$ cat src/rtl/ahb_arbiter.sv
// ahb_arbiter: central AHB bus arbiter with round-robin selection, locked
// transfers, defined-length burst tracking and SPLIT masking.
// Optional feature macro: AHB_ARB_SPLIT_EN
//   defined   -> a SPLIT response masks the data-phase master until HSPLIT
//   undefined -> SPLIT is treated exactly like RETRY, HSPLIT is ignored
module ahb_arbiter #(
    parameter  int NO_OF_MASTERS  = 4,
    parameter  int DEFAULT_MASTER = 0,
    localparam int MW             = $clog2(NO_OF_MASTERS)
) (
    input  logic                     HCLK,
    input  logic                     HRESETn,
    input  logic [NO_OF_MASTERS-1:0] HBUSREQ,
    input  logic [NO_OF_MASTERS-1:0] HLOCK,
    input  logic [1:0]               HTRANS,
    input  logic [2:0]               HBURST,
    input  logic                     HREADY,
    input  logic [1:0]               HRESP,
    input  logic [NO_OF_MASTERS-1:0] HSPLIT,
    output logic [NO_OF_MASTERS-1:0] HGRANT,
    output logic [MW-1:0]            HMASTER,
    output logic                     HMASTLOCK
);

    localparam logic [1:0] ST_IDLE   = 2'd0;
    localparam logic [1:0] ST_OWNED  = 2'd1;
    localparam logic [1:0] ST_LOCKED = 2'd2;

    localparam logic [1:0] TR_IDLE   = 2'd0;
    localparam logic [1:0] TR_NONSEQ = 2'd2;
    localparam logic [1:0] TR_SEQ    = 2'd3;

    localparam logic [1:0] RESP_RETRY = 2'd2;
    localparam logic [1:0] RESP_SPLIT = 2'd3;

    localparam logic [MW-1:0]            DEFAULT_IDX   = MW'(DEFAULT_MASTER);
    localparam logic [NO_OF_MASTERS-1:0] DEFAULT_GRANT = NO_OF_MASTERS'(1) << DEFAULT_MASTER;

    logic [1:0]               r_state;
    logic [NO_OF_MASTERS-1:0] r_grant;
    logic [MW-1:0]            r_ownerIdx;
    logic [MW-1:0]            r_hmaster;
    logic                     r_hmastlock;
    logic [MW-1:0]            r_dataMaster;
    logic [NO_OF_MASTERS-1:0] r_splitMask;
    logic [MW-1:0]            r_rrPtr;
    logic [4:0]               r_beatCnt;
    logic [4:0]               r_burstLen;
    logic                     r_forceArb;

    logic [NO_OF_MASTERS-1:0] w_eligible;
    logic                     w_ownerOnBus;
    logic [4:0]               w_beatLen;
    logic                     w_finalBeat;
    logic                     w_idleTrans;
    logic                     w_ownerDrop;
    logic                     w_arbCond;
    logic                     w_arbPoint;
    logic                     w_respFirst;
    logic                     w_found;
    logic [MW-1:0]            w_nextIdx;
    logic [NO_OF_MASTERS-1:0] w_nextGrant;
    int                       w_cand;
    logic [MW-1:0]            w_candIdx;

    assign w_eligible = HBUSREQ & ~r_splitMask;

    // HTRANS only describes the owner once its handover has reached the
    // address phase; before that, the previous master is still driving.
    assign w_ownerOnBus = (r_hmaster == r_ownerIdx);
    assign w_idleTrans  = w_ownerOnBus && (HTRANS == TR_IDLE);
    assign w_ownerDrop  = !HBUSREQ[r_ownerIdx];

    // First cycle of a two-cycle RETRY/SPLIT response
    assign w_respFirst = !HREADY && ((HRESP == RESP_RETRY) || (HRESP == RESP_SPLIT));

    // Burst length of the transfer on the bus; zero marks an unbounded INCR
    always_comb begin
        w_beatLen = 5'd0;
        case (HBURST)
            3'b000:        w_beatLen = 5'd1;
            3'b001:        w_beatLen = 5'd0;
            3'b010, 3'b011: w_beatLen = 5'd4;
            3'b100, 3'b101: w_beatLen = 5'd8;
            default:       w_beatLen = 5'd16;
        endcase
    end

    // The final beat of a defined-length burst is being accepted this cycle
    always_comb begin
        w_finalBeat = 1'b0;
        if (w_ownerOnBus) begin
            if (HTRANS == TR_NONSEQ)
                w_finalBeat = (w_beatLen == 5'd1);
            else if (HTRANS == TR_SEQ)
                w_finalBeat = (r_burstLen != 5'd0) && ((r_beatCnt + 5'd1) == r_burstLen);
        end
    end

    // Decide whether this cycle is an arbitration point; a locked owner
    // holds the bus until it releases HLOCK
    always_comb begin
        w_arbCond  = w_ownerDrop | w_idleTrans | w_finalBeat | r_forceArb;
        w_arbPoint = 1'b0;
        if (HREADY) begin
            case (r_state)
                ST_IDLE:   w_arbPoint = 1'b1;
                ST_LOCKED: w_arbPoint = !HLOCK[r_ownerIdx] && w_arbCond;
                default:   w_arbPoint = w_arbCond;
            endcase
        end
    end

    // Round-robin search over the eligible set starting after the pointer
    always_comb begin
        w_found   = 1'b0;
        w_nextIdx = DEFAULT_IDX;
        w_cand    = 0;
        w_candIdx = '0;
        for (int k = 1; k <= NO_OF_MASTERS; k++) begin
            w_cand    = (int'(r_rrPtr) + k) % NO_OF_MASTERS;
            w_candIdx = w_cand[MW-1:0];
            if (!w_found && w_eligible[w_candIdx]) begin
                w_found   = 1'b1;
                w_nextIdx = w_candIdx;
            end
        end
    end

    // One-hot form of the selected master
    always_comb begin
        w_nextGrant            = '0;
        w_nextGrant[w_nextIdx] = 1'b1;
    end

    // Grant, ownership state and round-robin pointer
    always_ff @(posedge HCLK or negedge HRESETn) begin
        if (!HRESETn) begin
            r_grant    <= DEFAULT_GRANT;
            r_ownerIdx <= DEFAULT_IDX;
            r_state    <= ST_IDLE;
            r_rrPtr    <= DEFAULT_IDX;
        end else if (w_arbPoint) begin
            r_grant    <= w_nextGrant;
            r_ownerIdx <= w_nextIdx;
            if (w_found) begin
                r_rrPtr <= w_nextIdx;
                r_state <= HLOCK[w_nextIdx] ? ST_LOCKED : ST_OWNED;
            end else begin
                r_state <= ST_IDLE;
            end
        end else if (w_respFirst) begin
            r_rrPtr <= r_dataMaster;
        end
    end

    // Address-phase and data-phase ownership advance only on HREADY
    always_ff @(posedge HCLK or negedge HRESETn) begin
        if (!HRESETn) begin
            r_hmaster    <= DEFAULT_IDX;
            r_hmastlock  <= 1'b0;
            r_dataMaster <= DEFAULT_IDX;
        end else if (HREADY) begin
            r_hmaster    <= r_ownerIdx;
            r_hmastlock  <= HLOCK[r_ownerIdx];
            r_dataMaster <= r_hmaster;
        end
    end

    // Beat counter: NONSEQ starts a burst, SEQ counts further beats
    always_ff @(posedge HCLK or negedge HRESETn) begin
        if (!HRESETn) begin
            r_beatCnt  <= 5'd0;
            r_burstLen <= 5'd0;
        end else if (HREADY) begin
            if (HTRANS == TR_NONSEQ) begin
                r_beatCnt  <= 5'd1;
                r_burstLen <= w_beatLen;
            end else if ((HTRANS == TR_SEQ) && (r_beatCnt != 5'h1f)) begin
                r_beatCnt <= r_beatCnt + 5'd1;
            end
        end
    end

    // Remember a RETRY/SPLIT first cycle so the completing cycle re-arbitrates
    always_ff @(posedge HCLK or negedge HRESETn) begin
        if (!HRESETn)
            r_forceArb <= 1'b0;
        else if (w_respFirst)
            r_forceArb <= 1'b1;
        else if (HREADY)
            r_forceArb <= 1'b0;
    end

`ifdef AHB_ARB_SPLIT_EN
    logic [NO_OF_MASTERS-1:0] w_splitSet;

    // Bit to mask when the data-phase master is being split
    always_comb begin
        w_splitSet = '0;
        if (!HREADY && (HRESP == RESP_SPLIT))
            w_splitSet[r_dataMaster] = 1'b1;
    end

    // Split mask: release by HSPLIT first, then set, so a set wins a tie
    always_ff @(posedge HCLK or negedge HRESETn) begin
        if (!HRESETn)
            r_splitMask <= '0;
        else
            r_splitMask <= (r_splitMask & ~HSPLIT) | w_splitSet;
    end
`else
    logic w_unusedSplit;
    assign w_unusedSplit = ^HSPLIT;

    // Without split masking nobody is ever excluded from arbitration
    always_ff @(posedge HCLK or negedge HRESETn) begin
        if (!HRESETn)
            r_splitMask <= '0;
        else
            r_splitMask <= '0;
    end
`endif

    assign HGRANT    = r_grant;
    assign HMASTER   = r_hmaster;
    assign HMASTLOCK = r_hmastlock;

endmodule
$ cat config.mk
export PLATFORM = sky130hd
export DESIGN_NAME = ahb_arbiter
export DESIGN_NICKNAME = d
export VERILOG_FILES = /design/src/rtl/ahb_arbiter.sv
export SDC_FILE = /design/constraint.sdc
export NUM_CORES = 1
export LEC_CHECK = 0
export BUFFER_PORTS_ARGS = -buffer_cell sky130_fd_sc_hd__buf_2
export CORE_UTILIZATION = 45
export DETAILED_ROUTE_END_ITERATION = 7
export GPL_TIMING_DRIVEN = 0
export PLACE_DENSITY = 0.7
export SYNTH_ARGS = -nofsm -noshare
export SYNTH_HDL_FRONTEND = slang
export SYNTH_SLANG_ARGS = --single-unit
$ cat constraint.sdc
create_clock -name HCLK -period 2.6 [get_ports HCLK]
set_input_delay 0.52 -clock HCLK [delete_from_list [all_inputs] [get_ports HCLK]]
set_output_delay 0.52 -clock HCLK [all_outputs]
set_load 0.1 [all_outputs]
==> results of run 1 <==
## critical path: stages, from the launching register on
cell and delay [ps]:
dfrtp_1 450, ha_4 180, and3_4 150, ha_4 260, and2_1 120, a21oi_1 40
or4_4 530, a21oi_4 220, buf_6 160, mux2_1 320
## where the power goes
| group | leakage (nW) | internal (W) | total (W) | switching (W) |
|---|---|---|---|---|
| Clock | 0.0150 | 0.0000601 | 0.000177 | 0.000117 |
| Sequential | 0.303 | 0.000532 | 0.000647 | 0.000115 |
| Combinational | 0.471 | 0.000419 | 0.00111 | 0.000690 |
| Total | 0.789 | 0.00101 | 0.00193 | 0.000922 |
## routing by layer
metal / up-vias / wire [µm] / GRT usage
met5: - / 0 / 0
met4: 0 / 30 / 0.0510
met3: 4 / 94 / 0.0264
met2: 22 / 1530 / 0.339
met1: 583 / 1460 / 0.282
li1: 575 / - / -
## what timing repair did
action                     in CTS  in global routing
pin swaps                       1                  3
hold buffers                    0                  0
cloned                          0                  0
buffers inserted                4                  3
resized for setup               1                  5
setup endpoints to repair       8                  8
## logic make-up (layout without fill, tap and decap cells)
| family | after synthesis | in the layout |
|---|---|---|
| flops | 25 | 25 |
| simple gates | 34 | 34 |
| xor+xnor | 7 | 7 |
| fa+ha+maj | 2 | 2 |
| mux | 19 | 19 |
| buf+inv | 15 | 49 |
| compound gates | 35 | 35 |
## flip-flops by register name, summed over array words and instances (netlist names)
register,count
r_burstLen,4
HMASTLOCK,1
HGRANT,4
r_ownerIdx,2
r_rrPtr,2
r_forceArb,1
HMASTER,2
r_state,2
r_beatCnt,5
r_dataMaster,2
## area by class of cell
type                            instances  area share
Buffer                                  6      0.0216
Multi-Input combinational cell         97       0.452
Clock buffer                            4      0.0151
Inverter                                9      0.0194
Sequential cell                        25       0.362
Tap cell                               44      0.0316
Timing Repair Buffer                   30      0.0985
## cell usage in the layout, fill, tap and decap left out, types with 5 or more instances in the layout
master and n:
buf_4 6, inv_1 9, a22o_1 8, nor2_1 9
dfrtp_1 22, mux2i_1 6, mux2_2 10, buf_2 23
clkbuf_1 5, nand2_1 7, o21ai_0 8
## stage by stage
stage	area [µm²]	setup WS, ps	total power, W	hold slack [ps]
floorplan	1460	17.7	0.00150	224
global placement	1630	-75.0	0.00166	480
detailed placement	1630	-125	0.00169	494
CTS	1680	4.83	0.00189	186
global route	1740	13.9	0.00205	196
finish	1740	81.6	0.00193	159
## worst paths after layout
kind	from	end	slack (ps)	depth (start not counted)
max in group asynchronous	HRESETn	HMASTER[0]	2040	1
min reg2reg	HGRANT[2]	HGRANT[2]	520	1
min in group HCLK	HBURST[2]	r_burstLen[2]	390	2
max	r_beatCnt[1]	r_ownerIdx[1]	80	9
max reg2reg	r_beatCnt[1]	r_ownerIdx[1]	80	9
min	HRESETn	r_beatCnt[4]	160	1
==> flow_metrics.py, run 1 <==
metrics = {
    "synth": {
        "synthesis.nets": 161,
        "synth-seq-cells": 25,
        "ys_seq_area_frac": 0.431,
        "yosys_warnings": 0,
        "synth.largest_area_cell": "dfrtp_1",
        "synthCells": 137,
        "synth.area.top_cells": "dfrtp_1 (41%), mux2_2 (7.7%), a22o_1 (4.8%), mux2i_1 (4.1%), o21ai_0 (2.8%)",
        "syn_area_um2": 1460,
        "syn_area_per_cell_um2": 10.6,
        "ys_top_cells_by_count": "dfrtp_1 (24), mux2_2 (10), inv_1 (9), nor2_1 (9)",
        "synth_edf_count": 0,
        "synth_top_family_by_area": "compound AO/OA/AOI/OAI gates",
        "synth_compound_area_frac": 0.180,
        "synthXorXnorAreaFrac": 0.0473,
        "synth-adder-area-share": 0.0172,
        "async_flop_share": 1.00,
        "synth.area.mux_share": 0.150,
        "post_synth_and_or_nand_nor_area_fraction": 0.126,
        "synth.distinct_cells": 42,
        "synth_ff_type": "dfrtp_1",
        "yosysMostFrequentCell": "dfrtp_1",
        "synth_top_area_share": 0.413,
    },
    "setup_path": {
        "worstSetupPathType": "reg -> reg",
        "worstPathArrival_ps": 2740,
        "required_ps": 2820,
        "critPathMaxFanout": 7,
        "start_kind": "register",
        "cp-end-kind": "register",
    },
    "global_route": {
        "antenna_found_initial": 0,
        "grt_pass1_vias": 1151,
        "grt_pass1_wl_mm": 5.29,
        "track_usage": 0.204,
        "grt.overflow.total": 0,
        "grt_start_max_net_pins": 26,
    },
    "routing": {
        "antenna_left": 0,
        "drc": 0,
        "dr.pass1.iters": 4,
        "routed_via_density": 5.51,
        "wire_per_inst_um": 14.5,
        "drt_iter0_drc": 44,
        "vias": 1184,
        "wl_mm": 3.12,
    },
    "die": {
        "start_util": 0.477,
        "dieArea_um2": 3470,
        "pin_count": 29,
        "rows": 20,
        "die_h_um": 58.9,
        "die_w_um": 58.9,
        "core-area_um2": 3050,
    },
    "layout": {
        "syn_to_final_growth_pct": 19.6,
        "antennaDiodeCount": 0,
        "utilization": 0.570,
        "fill_cells": 284,
        "final_nets": 196,
        "multiInputGateArea_um2": 787,
        "regArea_um2": 629,
        "final_cell_count_no_fill": 215,
        "drive_gt1_frac": 0.333,
    },
    "place": {
        "numPortBuffers": 23,
        "place.gp.congestion": 0.815,
        "dp_cells": 204,
        "dp_hpwl_mm": 2.28,
    },
    "clocking": {
        "cts-root-buf": "clkbuf_4",
        "htreeDepth": 1,
        "cts_tree": "yes",
        "cts_buffers": 3,
        "clock-sinks": 25,
        "worstSkewPairLatency_ps": 320,
        "ctsLongestPathBuffers": 2,
        "clk_pin_slew_ps": 140,
    },
    "sta": {
        "worst_slew_pin_slew_ps": 644,
        "hold_viol_final": 0,
        "slew_viol_final": 0,
        "min_period_ps": 2520,
        "fin_setup_tns_ps": 0,
        "fin_crit_sh": 0.969,
        "rsz0062_at_grt": "no",
        "clock.fmax_mhz": 397,
        "fin_skew_ps": 4.31,
        "maxSlewHeadroom": 0.571,
        "setup_viol": 0,
    },
    "power_and_ir_drop": {
        "power.leakage_nw": 0.789,
        "ir_drop_v": 0.000749,
        "powerDensity_nw_per_um2": 1110,
    },
    "min_path": {
        "hold_class": "in -> async",
    },
    "run_status": {
        "run_status": "completed",
    },
    "flow_run": {
        "cap_violations": 0,
    },
}
Power figures use the tool's default switching activity.
==> inputs of run 2 (changes only) <==
PLACE_DENSITY = 0.67   (was 0.7)
clock period = 3.05 ns   (was 2.6 ns; I/O delays follow)
==> run 2 against run 1 <==
Compared with the run above:
- critical path type unchanged
- via count shrank 3.4%
- sequential power shrank 15%
- fmax shrank 7.4%
- critical endpoint unchanged
- flip-flop and latch count is the same
- register-to-register slack gained 250 ps
- highest routed layer unchanged
==> flow_metrics.py, run 2 (synthesis results as in run 1) <==
metrics = {
    "run_status": {
        "run_status": "completed",
    },
    "global_route": {
        "track_usage": 0.191,
        "grt_pass1_vias": 1116,
        "antenna_found_initial": 0,
        "grt.overflow.total": 0,
        "grt_start_max_net_pins": 26,
        "grt_pass1_wl_mm": 4.95,
    },
    "routing": {
        "wire_per_inst_um": 14.2,
        "wl_mm": 2.95,
        "routed_via_density": 5.50,
        "vias": 1144,
        "drt_iter0_drc": 85,
        "drc": 0,
        "dr.pass1.iters": 4,
        "antenna_left": 0,
    },
    "setup_path": {
        "worstSetupPathType": "reg -> reg",
        "required_ps": 3270,
        "path_common_cell": "ha_1",
        "r2r_setup_slack_ps": 330,
        "cp-end-kind": "register",
        "start_kind": "register",
        "cp_cell_sequence": "ha_1 > and3_1 > ha_1 > nor2_1 > a21oi_1 > or4_4 > a21oi_4 > buf_6 > mux2_1",
        "critPathMaxFanout": 10,
        "worstPathArrival_ps": 2940,
        "critical_path.max_stage_delay_ps": 520,
        "cp_slowest_cell": "or4_4",
    },
    "clocking": {
        "cts_tree": "yes",
        "hold_buffers": 0,
        "cts-root-buf": "clkbuf_4",
        "clk_pin_slew_ps": 140,
        "worstSkewPairLatency_ps": 320,
        "cts_buffers": 3,
        "clock-sinks": 25,
        "htreeDepth": 1,
        "post_cts_resized": 0,
        "post-cts-setup-buffers": 0,
        "ctsLongestPathBuffers": 2,
    },
    "layout": {
        "layout_common_cells": "dfrtp_1 (24), buf_2 (23), mux2_2 (10), nor2_1 (9), inv_1 (9)",
        "antennaDiodeCount": 0,
        "regMostFlops": "r_beatCnt",
        "final_nets": 189,
        "largest_reg_flops": 5,
        "finish.instance_area_um2": 1650,
        "syn_to_final_growth_pct": 13.6,
        "final_common_cell": "dfrtp_1",
        "drive_gt1_frac": 0.280,
        "final_cell_count_no_fill": 208,
    },
    "sta": {
        "fin_crit_sh": 0.891,
        "setup_viol": 0,
        "maxSlewHeadroom": 0.534,
        "worst_slew_pin_slew_ps": 699,
        "hold_viol_final": 0,
        "slew_viol_final": 0,
        "fin_setup_tns_ps": 0,
        "whs_ps": 256,
        "min_period_ps": 2720,
        "rsz0062_at_grt": "no",
        "clock.fmax_mhz": 368,
        "fin_skew_ps": 2.31,
    },
    "place": {
        "numPortBuffers": 23,
        "dp_hpwl_mm": 2.25,
        "dp_cells": 204,
        "place.gp.congestion": 0.774,
        "place_area_um2": 1630,
    },
    "die": {
        "dieArea_um2": 3470,
        "die_w_um": 58.9,
        "core-area_um2": 3050,
        "pin_count": 29,
        "die_h_um": 58.9,
        "rows": 20,
        "start_util": 0.477,
    },
    "power_and_ir_drop": {
        "p_comb_frac": 0.560,
        "powerDensity_nw_per_um2": 958,
        "p_clk_frac": 0.093,
        "p_sw_frac": 0.486,
        "p_switching_w": 0.000769,
        "power.leakage_nw": 0.762,
        "seq_power_share": 0.346,
        "ir_drop_v": 0.000575,
        "intPower_w": 0.000815,
    },
    "min_path": {
        "hold_class": "in -> async",
    },
    "flow_run": {
        "cap_violations": 0,
    },
}
==> run 2: changes by cell type in the layout (fill, tap and decap cells not counted) <==
cell	delta
dfrtp_2	-2
buf_6	-1
buf_4	-6
clkbuf_1	-1
ha_1	+2
dfrtp_1	+2
clkinv_2	+1
and3_1	+1
ha_4	-2
and3_4	-1
==> run 2: per-layer routing <==
metal  wire length [µm]  global-route usage  vias up
met1               1400               0.258      550
met2               1390               0.305       33
li1                   -                   -      559
met5                  0                   0        -
met4                 10              0.0680        0
met3                143              0.0374        2
==> run 2: final timing paths <==
kind / endpoint / from / cells past startpoint
max: r_ownerIdx[1] / r_beatCnt[0] / 9
min: r_ownerIdx[0] / HRESETn / 1
max reg2reg: r_ownerIdx[1] / r_beatCnt[0] / 9
min reg2reg: r_forceArb / r_forceArb / 2
max in group asynchronous: HGRANT[0] / HRESETn / 1
min in group HCLK: r_burstLen[3] / HBURST[1] / 2
==> run 2: final cells by class <==
| type | count | area (µm²) |
|---|---|---|
| buffer | 6 | 37.5 |
| clock buffer | 3 | 22.5 |
| clock inverter | 1 | 5.00 |
| fill | 304 | 1400 |
| inverter | 9 | 33.8 |
| multi-input combinational | 97 | 757 |
| sequential | 25 | 627 |
| tap | 44 | 55.1 |
| timing repair buffer | 23 | 115 |
==> run 2: per-stage QoR <==
| stage | utilization | worst slack [ps] | total power (W) |
|---|---|---|---|
| floorplan | - | 445 | 0.00128 |
| global placement | 0.532 | 350 | 0.00142 |
| detailed placement | 0.532 | 345 | 0.00144 |
| CTS | 0.541 | 316 | 0.00160 |
| global route | 0.541 | 191 | 0.00169 |
| finish | 0.541 | 331 | 0.00158 |
==> run 2: power by group through the flow <==
stage	Sequential [W]	Clock, W	Combinational [W]
floorplan	0.000826	0	0.000449
global placement	0.000549	0	0.000872
detailed placement	0.000559	0	0.000885
CTS	0.000551	0.000157	0.000890
global route	0.000569	0.000167	0.000949
finish	0.000549	0.000148	0.000887
==> run 2: worst max-delay path: cells and delay by family (launching register included) <==
| family | cells | cell delay (ps) |
|---|---|---|
| buffers and inverters | 1 | 180 |
| muxes | 1 | 320 |
| and+or+nand+nor | 3 | 790 |
| AOI/OAI and AO/OA | 2 | 310 |
| adders and majority gates | 2 | 550 |
| DFF | 1 | 460 |
==> inputs of run 3 (changes only) <==
==> constraint.sdc (replaced) <==
create_clock -name HCLK -period 3.05 [get_ports HCLK]
set_input_delay 0.305 -clock HCLK [delete_from_list [all_inputs] [get_ports HCLK]]
set_output_delay 0.305 -clock HCLK [all_outputs]
set_load 0.1 [all_outputs]
==> run 3 against run 2 <==
Compared with the run above:
- clock skew hardly changed
- final cell count is 0.48% higher
- combinational power hardly changed
- clock power hardly changed
- wire length is 0.24% higher
- highest routed layer unchanged
- critical path depth stayed put
- first-iteration DRC count is 11% lower
- global-route usage stayed put
- critical path type unchanged
- flip-flop and latch count stayed put
- total power is 0.23% higher
==> flow_metrics.py, run 3 (synthesis results as in run 1) <==
metrics = {
    "run_status": {
        "run_status": "completed",
    },
    "min_path": {
        "hold_class": "in -> reg",
    },
    "sta": {
        "fin_skew_ps": 2.62,
        "clock.fmax_mhz": 367,
        "maxSlewHeadroom": 0.533,
        "worst_slew_pin_slew_ps": 701,
        "fin_crit_sh": 0.892,
        "fin_setup_tns_ps": 0,
        "min_period_ps": 2720,
        "slew_viol_final": 0,
        "rsz0062_at_grt": "no",
        "hold_viol_final": 0,
        "setup_viol": 0,
    },
    "layout": {
        "final_common_cell": "dfrtp_1",
        "syn_to_final_growth_pct": 14.3,
        "final_nets": 190,
        "finish.instance_area_um2": 1660,
        "drive_gt1_frac": 0.279,
        "layout_common_cells": "dfrtp_1 (24), buf_2 (23), mux2_2 (10), nor2_1 (9), inv_1 (9)",
        "fill_cells": 302,
        "antennaDiodeCount": 0,
        "largest_reg_flops": 5,
        "regMostFlops": "r_beatCnt",
    },
    "power_and_ir_drop": {
        "p_comb_frac": 0.560,
        "p_switching_w": 0.000772,
        "power.leakage_nw": 0.766,
        "seq_power_share": 0.346,
        "ir_drop_v": 0.000576,
        "intPower_w": 0.000815,
        "powerDensity_nw_per_um2": 955,
        "p_clk_frac": 0.094,
        "p_sw_frac": 0.486,
    },
    "setup_path": {
        "cp-end-kind": "register",
        "required_ps": 3270,
        "start_kind": "register",
        "critPathMaxFanout": 10,
        "worstPathArrival_ps": 2940,
        "worstSetupPathType": "reg -> reg",
    },
    "clocking": {
        "worstSkewPairLatency_ps": 320,
        "clock-sinks": 25,
        "post-cts-setup-buffers": 0,
        "cts_buffers": 3,
        "cts_tree": "yes",
        "post_cts_resized": 0,
        "ctsLongestPathBuffers": 2,
        "cts-root-buf": "clkbuf_4",
        "htreeDepth": 1,
        "hold_buffers": 1,
        "clk_pin_slew_ps": 140,
    },
    "routing": {
        "antenna_left": 0,
        "vias": 1161,
        "wl_mm": 2.95,
        "wire_per_inst_um": 14.1,
        "drc": 0,
        "drt_iter0_drc": 76,
        "routed_via_density": 5.56,
        "dr.pass1.iters": 4,
    },
    "die": {
        "dieArea_um2": 3470,
        "die_w_um": 58.9,
        "rows": 20,
        "start_util": 0.477,
        "die_h_um": 58.9,
        "pin_count": 29,
        "core-area_um2": 3050,
    },
    "global_route": {
        "busiest_layer": "met2",
        "grtUsageMet3": 0.0374,
        "grt_pass1_vias": 1117,
        "grt_pass1_wl_mm": 4.95,
        "use_met2": 0.305,
        "grt.overflow.total": 0,
        "antenna_found_initial": 0,
        "use_met1": 0.258,
        "track_usage": 0.191,
        "grt_start_max_net_pins": 26,
    },
    "flow_run": {
        "cap_violations": 0,
    },
    "place": {
        "dp_hpwl_mm": 2.25,
        "place.gp.congestion": 0.774,
        "place_area_um2": 1630,
        "numPortBuffers": 23,
    },
}
-- run 3: final timing paths --
kind,startpoint,end,slack [ps],cells after the start
max in group asynchronous,HRESETn,HGRANT[0],2210,2
setup reg to reg,r_beatCnt[0],r_ownerIdx[1],330,9
setup / recovery,r_beatCnt[0],r_ownerIdx[1],330,9
hold / removal,HBURST[1],r_burstLen[3],190,2
min in group asynchronous,HRESETn,r_ownerIdx[0],480,2
hold reg to reg,r_forceArb,r_forceArb,520,2
-- run 3: worst max-delay path: stages, from the launching register on --
cell and delay [ps]:
dfrtp_1 460, ha_1 260, and3_1 160, ha_1 290, nor2_1 110, a21oi_1 70
or4_4 520, a21oi_4 240, buf_6 180, mux2_1 320
-- run 3: through the flow --
step | setup slack (ps) | util | power [W] | std cells | hold WS (ps)
final | 328 | 0.545 | 0.00159 | 209 | 191
after global routing | 191 | 0.545 | 0.00169 | 209 | 174
after CTS | 316 | 0.545 | 0.00160 | 209 | 171
after detailed placement | 345 | 0.532 | 0.00144 | 204 | 326
after global placement | 350 | 0.532 | 0.00142 | 204 | 325
after floorplan | 445 | - | 0.00128 | 137 | 9.41
-- run 3: power groups by stage --
stage / registers, W / clock network, W / logic [W]
detailed placement: 0.000559 / 0 / 0.000885
finish: 0.000549 / 0.000150 / 0.000889
floorplan: 0.000826 / 0 / 0.000449
global placement: 0.000549 / 0 / 0.000872
CTS: 0.000551 / 0.000157 / 0.000891
global route: 0.000569 / 0.000167 / 0.000950
-- run 3: area by class of cell --
class	count	area, µm²	share of cell area
multi-input cells	97	757	0.455
flip-flops and latches	25	627	0.377
repair buffers	24	125	0.0752
well taps	44	55.1	0.0331
plain buffers	6	37.5	0.0226
inverters	9	33.8	0.0203
clock buffers	3	22.5	0.0135
clock inverters	1	5.00	0.00301
-- run 3: layer usage --
layer,up-vias,part of all wire,wire (µm)
li1,560,-,-
met1,560,0.48,1420
met2,36,0.46,1370
met3,5,0.042,125
met4,0,0.013,37
met5,-,0,0
